### config.mk
export PLATFORM = sky130hd
export DESIGN_NAME = uart_tx_fifo_flat
export DESIGN_NICKNAME = d
export VERILOG_FILES = /design/src/rtl/uart_tx_fifo_if.sv /design/src/rtl/uart_tx_fifo.sv /design/src/flat_wrapper.sv
export SDC_FILE = /design/constraint.sdc
export NUM_CORES = 1
export LEC_CHECK = 0
export ABC_AREA = 1
export BUFFER_PORTS_ARGS = -buffer_cell sky130_fd_sc_hd__buf_2
export CORE_MARGIN = 2
export CORE_UTILIZATION = 40
export CTS_BUF_LIST = sky130_fd_sc_hd__clkbuf_8
export DETAILED_ROUTE_END_ITERATION = 10
export PLACE_DENSITY = 0.57
export SLEW_MARGIN = 5
export SYNTH_ARGS = -nofsm -noshare
export SYNTH_HDL_FRONTEND = slang
export SYNTH_SLANG_ARGS = --single-unit
### constraint.sdc
create_clock -name clk -period 3.05 [get_ports clk]
set_input_delay 0.305 -clock clk [delete_from_list [all_inputs] [get_ports clk]]
set_output_delay 0.305 -clock clk [all_outputs]
set_load 0.1 [all_outputs]
### src/rtl/uart_tx_fifo_if.sv
// Handshake bundle between byte producers, the TX FIFO and the UART transmitter.
// master = producer/transmitter side, slave = FIFO side.
interface uart_tx_fifo_if #(
    parameter int DEPTH = 16,
    parameter int WIDTH = 8
);
    localparam int AW = $clog2(DEPTH);

    logic [WIDTH-1:0] wr_data;
    logic             wr_valid;
    logic             wr_ready;
    logic [WIDTH-1:0] rd_data;
    logic             rd_valid;
    logic             rd_ready;
    logic             flush;
    logic             overflow;
    logic [AW:0]      count;

    modport master (
        output wr_data, wr_valid, rd_ready, flush,
        input  wr_ready, rd_data, rd_valid, overflow, count
    );

    modport slave (
        input  wr_data, wr_valid, rd_ready, flush,
        output wr_ready, rd_data, rd_valid, overflow, count
    );
endinterface

### src/rtl/uart_tx_fifo.sv
// First-word fall-through byte FIFO feeding the UART transmitter.
// Define UART_TX_FIFO_OVERWRITE_EN to drop the oldest byte instead of refusing when full.
module uart_tx_fifo #(
    parameter int DEPTH = 16,
    parameter int WIDTH = 8
) (
    input  logic           clk,
    input  logic           rst_n,
    uart_tx_fifo_if.slave  bus
);
    localparam int AW = $clog2(DEPTH);
    localparam logic [AW:0] FULL_CNT = (AW+1)'(DEPTH);

    logic [WIDTH-1:0] mem_q [DEPTH];
    logic [AW-1:0]    wr_ptr_q, wr_ptr_d;
    logic [AW-1:0]    rd_ptr_q, rd_ptr_d;
    logic [AW:0]      count_q, count_d;
    logic             ovf_q, ovf_d;
    logic             full, push, pop;

    always_comb begin
        full = (count_q == FULL_CNT);
`ifdef UART_TX_FIFO_OVERWRITE_EN
        bus.wr_ready = ~bus.flush;
`else
        bus.wr_ready = ~full & ~bus.flush;
`endif
        push = bus.wr_valid & bus.wr_ready;
        pop  = (count_q != '0) & bus.rd_ready;

        wr_ptr_d = wr_ptr_q;
        rd_ptr_d = rd_ptr_q;
        count_d  = count_q;
        ovf_d    = ovf_q;

        if (bus.flush) begin
            wr_ptr_d = '0;
            rd_ptr_d = '0;
            count_d  = '0;
            ovf_d    = 1'b0;
        end else begin
`ifdef UART_TX_FIFO_OVERWRITE_EN
            // Write into a full FIFO with no pop evicts the oldest byte
            if (push && full && !pop) begin
                wr_ptr_d = wr_ptr_q + AW'(1);
                rd_ptr_d = rd_ptr_q + AW'(1);
                ovf_d    = 1'b1;
            end else begin
                if (push) wr_ptr_d = wr_ptr_q + AW'(1);
                if (pop)  rd_ptr_d = rd_ptr_q + AW'(1);
                count_d = count_q + (AW+1)'(push) - (AW+1)'(pop);
            end
`else
            if (bus.wr_valid && full) ovf_d = 1'b1;
            if (push) wr_ptr_d = wr_ptr_q + AW'(1);
            if (pop)  rd_ptr_d = rd_ptr_q + AW'(1);
            count_d = count_q + (AW+1)'(push) - (AW+1)'(pop);
`endif
        end
    end

    always_ff @(posedge clk or negedge rst_n) begin
        if (!rst_n) begin
            wr_ptr_q <= '0;
            rd_ptr_q <= '0;
            count_q  <= '0;
            ovf_q    <= 1'b0;
        end else begin
            wr_ptr_q <= wr_ptr_d;
            rd_ptr_q <= rd_ptr_d;
            count_q  <= count_d;
            ovf_q    <= ovf_d;
        end
    end

    // Storage carries no reset; occupancy alone decides what is valid
    always_ff @(posedge clk) begin
        if (push) mem_q[wr_ptr_q] <= bus.wr_data;
    end

    assign bus.rd_data  = mem_q[rd_ptr_q];
    assign bus.rd_valid = (count_q != '0);
    assign bus.overflow = ovf_q;
    assign bus.count    = count_q;
endmodule

### src/flat_wrapper.sv
// flat-port wrapper written by rule: the top's interface ports become plain ports
module uart_tx_fifo_flat 
#(
    parameter int DEPTH = 16,
    parameter int WIDTH = 8
)
  (clk, rst_n, bus_wr_data, bus_wr_valid, bus_rd_ready, bus_flush, bus_wr_ready, bus_rd_data, bus_rd_valid, bus_overflow, bus_count);
  uart_tx_fifo_if #(.DEPTH(DEPTH), .WIDTH(WIDTH)) bus_i ();
  input  logic clk;
  input  logic rst_n;
  input wire logic [$bits(bus_i.wr_data)-1:0] bus_wr_data;
  input wire logic [$bits(bus_i.wr_valid)-1:0] bus_wr_valid;
  input wire logic [$bits(bus_i.rd_ready)-1:0] bus_rd_ready;
  input wire logic [$bits(bus_i.flush)-1:0] bus_flush;
  output wire logic [$bits(bus_i.wr_ready)-1:0] bus_wr_ready;
  output wire logic [$bits(bus_i.rd_data)-1:0] bus_rd_data;
  output wire logic [$bits(bus_i.rd_valid)-1:0] bus_rd_valid;
  output wire logic [$bits(bus_i.overflow)-1:0] bus_overflow;
  output wire logic [$bits(bus_i.count)-1:0] bus_count;
  assign bus_i.wr_data = bus_wr_data;
  assign bus_i.wr_valid = bus_wr_valid;
  assign bus_i.rd_ready = bus_rd_ready;
  assign bus_i.flush = bus_flush;
  assign bus_wr_ready = bus_i.wr_ready;
  assign bus_rd_data = bus_i.rd_data;
  assign bus_rd_valid = bus_i.rd_valid;
  assign bus_overflow = bus_i.overflow;
  assign bus_count = bus_i.count;
  uart_tx_fifo #(.DEPTH(DEPTH), .WIDTH(WIDTH)) u_core (.clk(clk), .rst_n(rst_n), .bus(bus_i));
endmodule
==> qor.yml <==
yosys:
  synth_xor_area_frac: 0.00679
  yosysMostFrequentCell: "nand2_1"
  synth_nets: 672
  yosysTopAreaCell: "edfxtp_1"
  ys_seq_area_frac: 0.650
  yosys_warnings: 0
  synthDominantCellAreaShare: 0.596
  synthTopCellsByArea: "edfxtp_1 (60%), nand2_1 (11%), nand3_1 (8.5%)"
  synth_area_sq_um: 6450
  synth_flop_cell: "edfxtp_1"
  synth_compound_area_frac: 0.00660
  synthTopCellsByCount: "nand2_1 (187), edfxtp_1 (128), inv_1 (122)"
  avgSynthCellArea_sq_um: 9.97
  yosys-mux-area-fraction: 0
  synth_adder_area_share: 0.0244
  synth_top_family_by_area: "simple AND/OR/NAND/NOR gates"
  synthArstFlopShare: 0.0986
  ys_types: 20
  ys_ff_latch: 142
  synth_edf_count: 128
  netlist_instances: 647
  synthSimpleGateAreaFrac: 0.214
die:
  die-area_sq_um: 17200
  core_sq_um: 15800
  num_io_pins: 29
  num_rows: 46
  start_util: 0.407
  die_x_microns: 131
  die_h_microns: 131
sta:
  finalSetupViolCount: 0
  slew_headroom: 0.509
  layout_min_cycle_time_ns: 2.72
  drv_slew: 0
  hold_viol: 0
  fin_crit_sh: 0.892
  tightest_slew_ns: 0.736
  final.setup_skew_ns: 0.00580
  max_freq_ghz: 0.367
  rsz0062_at_grt: "no"
setup_path:
  rr_worst_depth: 17
  cp_num_buf_inv: 2
  critPathLaunchType: "flip-flop"
  crit_family: "buffers and inverters"
  cp_slowest_stage_delay_ns: 0.58
  cpMostUsedCell: "nand2_1"
  cp.depth: 8
  required_ns: 2.74
  r2r_slack_ns: 0.68
  crit_start: "u_core.rd_ptr_q[0]"
  crit_chain: "buf_4 > nand2_1 > nand2_1 > nand2_1 > nand3_1 > nand3_1 > nand2_1 > buf_2"
  path_class: "reg2out"
  timing.rr.end: "u_core.bus.count[4]"
  arrival_ns: 2.42
  endpoint_kind: "primary output"
  path_max_fanout: 67
  worstReg2RegStart: "u_core.bus.count[2]"
  crit_path_end: "bus_rd_data[7]"
  slowest_stage: "buf_4"
clock_network:
  clk_pin_slew_worst_paths_ns: 0.08
  cts_resized: 0
  cts_num_sinks: 142
  cts_buffer_depth: 2
  cts_tree: "yes"
  clkLatencyLatePin_ns: 0.45
  post-cts-setup-buffers: 0
  cts_made_buffers: 17
  h-tree-depth: 4
  hold_buffers: 1
  root_buffer: "clkbuf_8"
route:
  drc_errors: 0
  vias: 4320
  drt_first_pass_iters: 4
  drt_first_iter_violations: 465
  totalWireLength_microns: 14800
  avgViaCountPerCell: 4.71
  route.antenna.remaining_nets: 0
  routedWlPerCell_microns: 16.1
finish:
  instances_no_fill: 918
  syn2layout_area_growth_pct: 13.4
  antenna_cells: 0
  drive_gt1_frac: 0.138
  fillers: 1491
  stdcell_area_sq_um: 7310
  layout.nets: 716
placement:
  io_buffers: 28
  dp_hpwl_microns: 9440
  dpl_cell_area_sq_um: 6960
  placed_cells: 887
  gp_congestion: 0.808
pwr:
  p_per_area_nw_per_um2: 758
  power_leakage_nw: 3.21
  ir_drop_uv: 783
global_routing:
  grt_max_degree: 68
  grt_overflow: 0
  grtUsageTotal: 0.188
  grt_pass1_wl_microns: 23400
  grt_pass1_vias: 4288
  antenna_found_initial: 0
status:
  status: "complete, no violations"
min_path:
  hp-class: "in2reg"
job:
  maxCapViolations: 0
layout make-up:
cell class	count	area, sq um	area share
Clock buffer	17	234	0.0320
Sequential cell	142	4210	0.575
Inverter	128	483	0.0660
Timing Repair Buffer	53	343	0.0469
Multi-Input combinational cell	349	1670	0.228
Tap cell	216	270	0.0370
Clock inverter	13	109	0.0149
cell families (layout without fill, tap and decap cells):
group           count (synthesis)  in the layout
fa+ha+maj                      12             12
buf+inv                       156            211
simple gates                  324            324
xor+xnor                        5              5
flops                         142            142
compound gates                  8              8
worst min-delay path by stage:
stage / startpoint / cells after the start / slack [ns] / end
floorplan: rst_n / 0 / 0.009 / u_core.bus.count[0]
global placement: rst_n / 1 / 0.22 / u_core.bus.count[3]
detailed placement: rst_n / 1 / 0.24 / u_core.bus.count[3]
CTS: bus_flush / 2 / 0.02 / u_core.bus.count[1]
global route: bus_flush / 2 / 0.03 / u_core.bus.count[1]
finish: bus_flush / 2 / 0.04 / u_core.bus.count[1]
cell usage in the layout (no fill, tap or decap), drive strengths merged, types with 2 or more instances in the layout:
cell type and instances:
nand3 109, clkbuf 17, buf 52, nor2 10, a21oi 3, nand4 2
edfxtp 128, nor3 16, xor2 4, clkinv 8, ha 11, inv 130
bufinv 2, dfrtp 14, o21ai 4, nand2 187
power breakdown:
group / total [mW] / switching, mW / internal [mW]
clock: 1.35 / 0.658 / 0.690
combinational: 1.93 / 1.49 / 0.444
sequential: 2.26 / 0.0566 / 2.21
total: 5.54 / 2.20 / 3.34
worst register-to-register path, stage by stage, from the launching register on:
cell     delay (ns)
dfrtp_4        0.50
inv_4          0.08
ha_4           0.14
nand4_1        0.13
nand2_2        0.16
inv_2          0.09
ha_4           0.21
inv_2          0.06
ha_4           0.13
inv_2          0.03
fa_2           0.33
inv_1          0.07
nand2_1        0.06
nand2_1        0.07
a21oi_2        0.05
nand2_1        0.06
nand2_1        0.05
nor2_1         0.08
through the flow:
stage / util / setup WS, ns / TNS [ns] / total power, mW / hold WS [ns]
2_1_floorplan: - / -0.491 / -1.38 / 3.85 / 0.00941
3_3_place_gp: 0.440 / 0.796 / 0 / 4.21 / 0.224
3_5_place_dp: 0.440 / 0.683 / 0 / 4.24 / 0.240
4_1_cts: 0.462 / 0.317 / 0 / 5.58 / 0.0195
5_1_grt: 0.462 / 0.164 / 0 / 5.85 / 0.0334
6_report: 0.462 / 0.328 / 0 / 5.54 / 0.0403
layer usage:
layer	share of wire	vias to the layer above	track usage	wire length, microns
met5	0	-	0	0
met4	0.010	0	0.0557	148
met3	0.053	15	0.0423	779
met2	0.48	123	0.308	7120
met1	0.46	2016	0.252	6760
li1	-	2166	-	-
state kept, by name (all words and copies together), names as in the netlist:
register / count
u_core.bus.count: 5
u_core.bus.overflow: 1
u_core.mem_q: 128
u_core.rd_ptr_q: 4
u_core.wr_ptr_q: 4
Note: power is estimated with default switching activity, not from simulation.
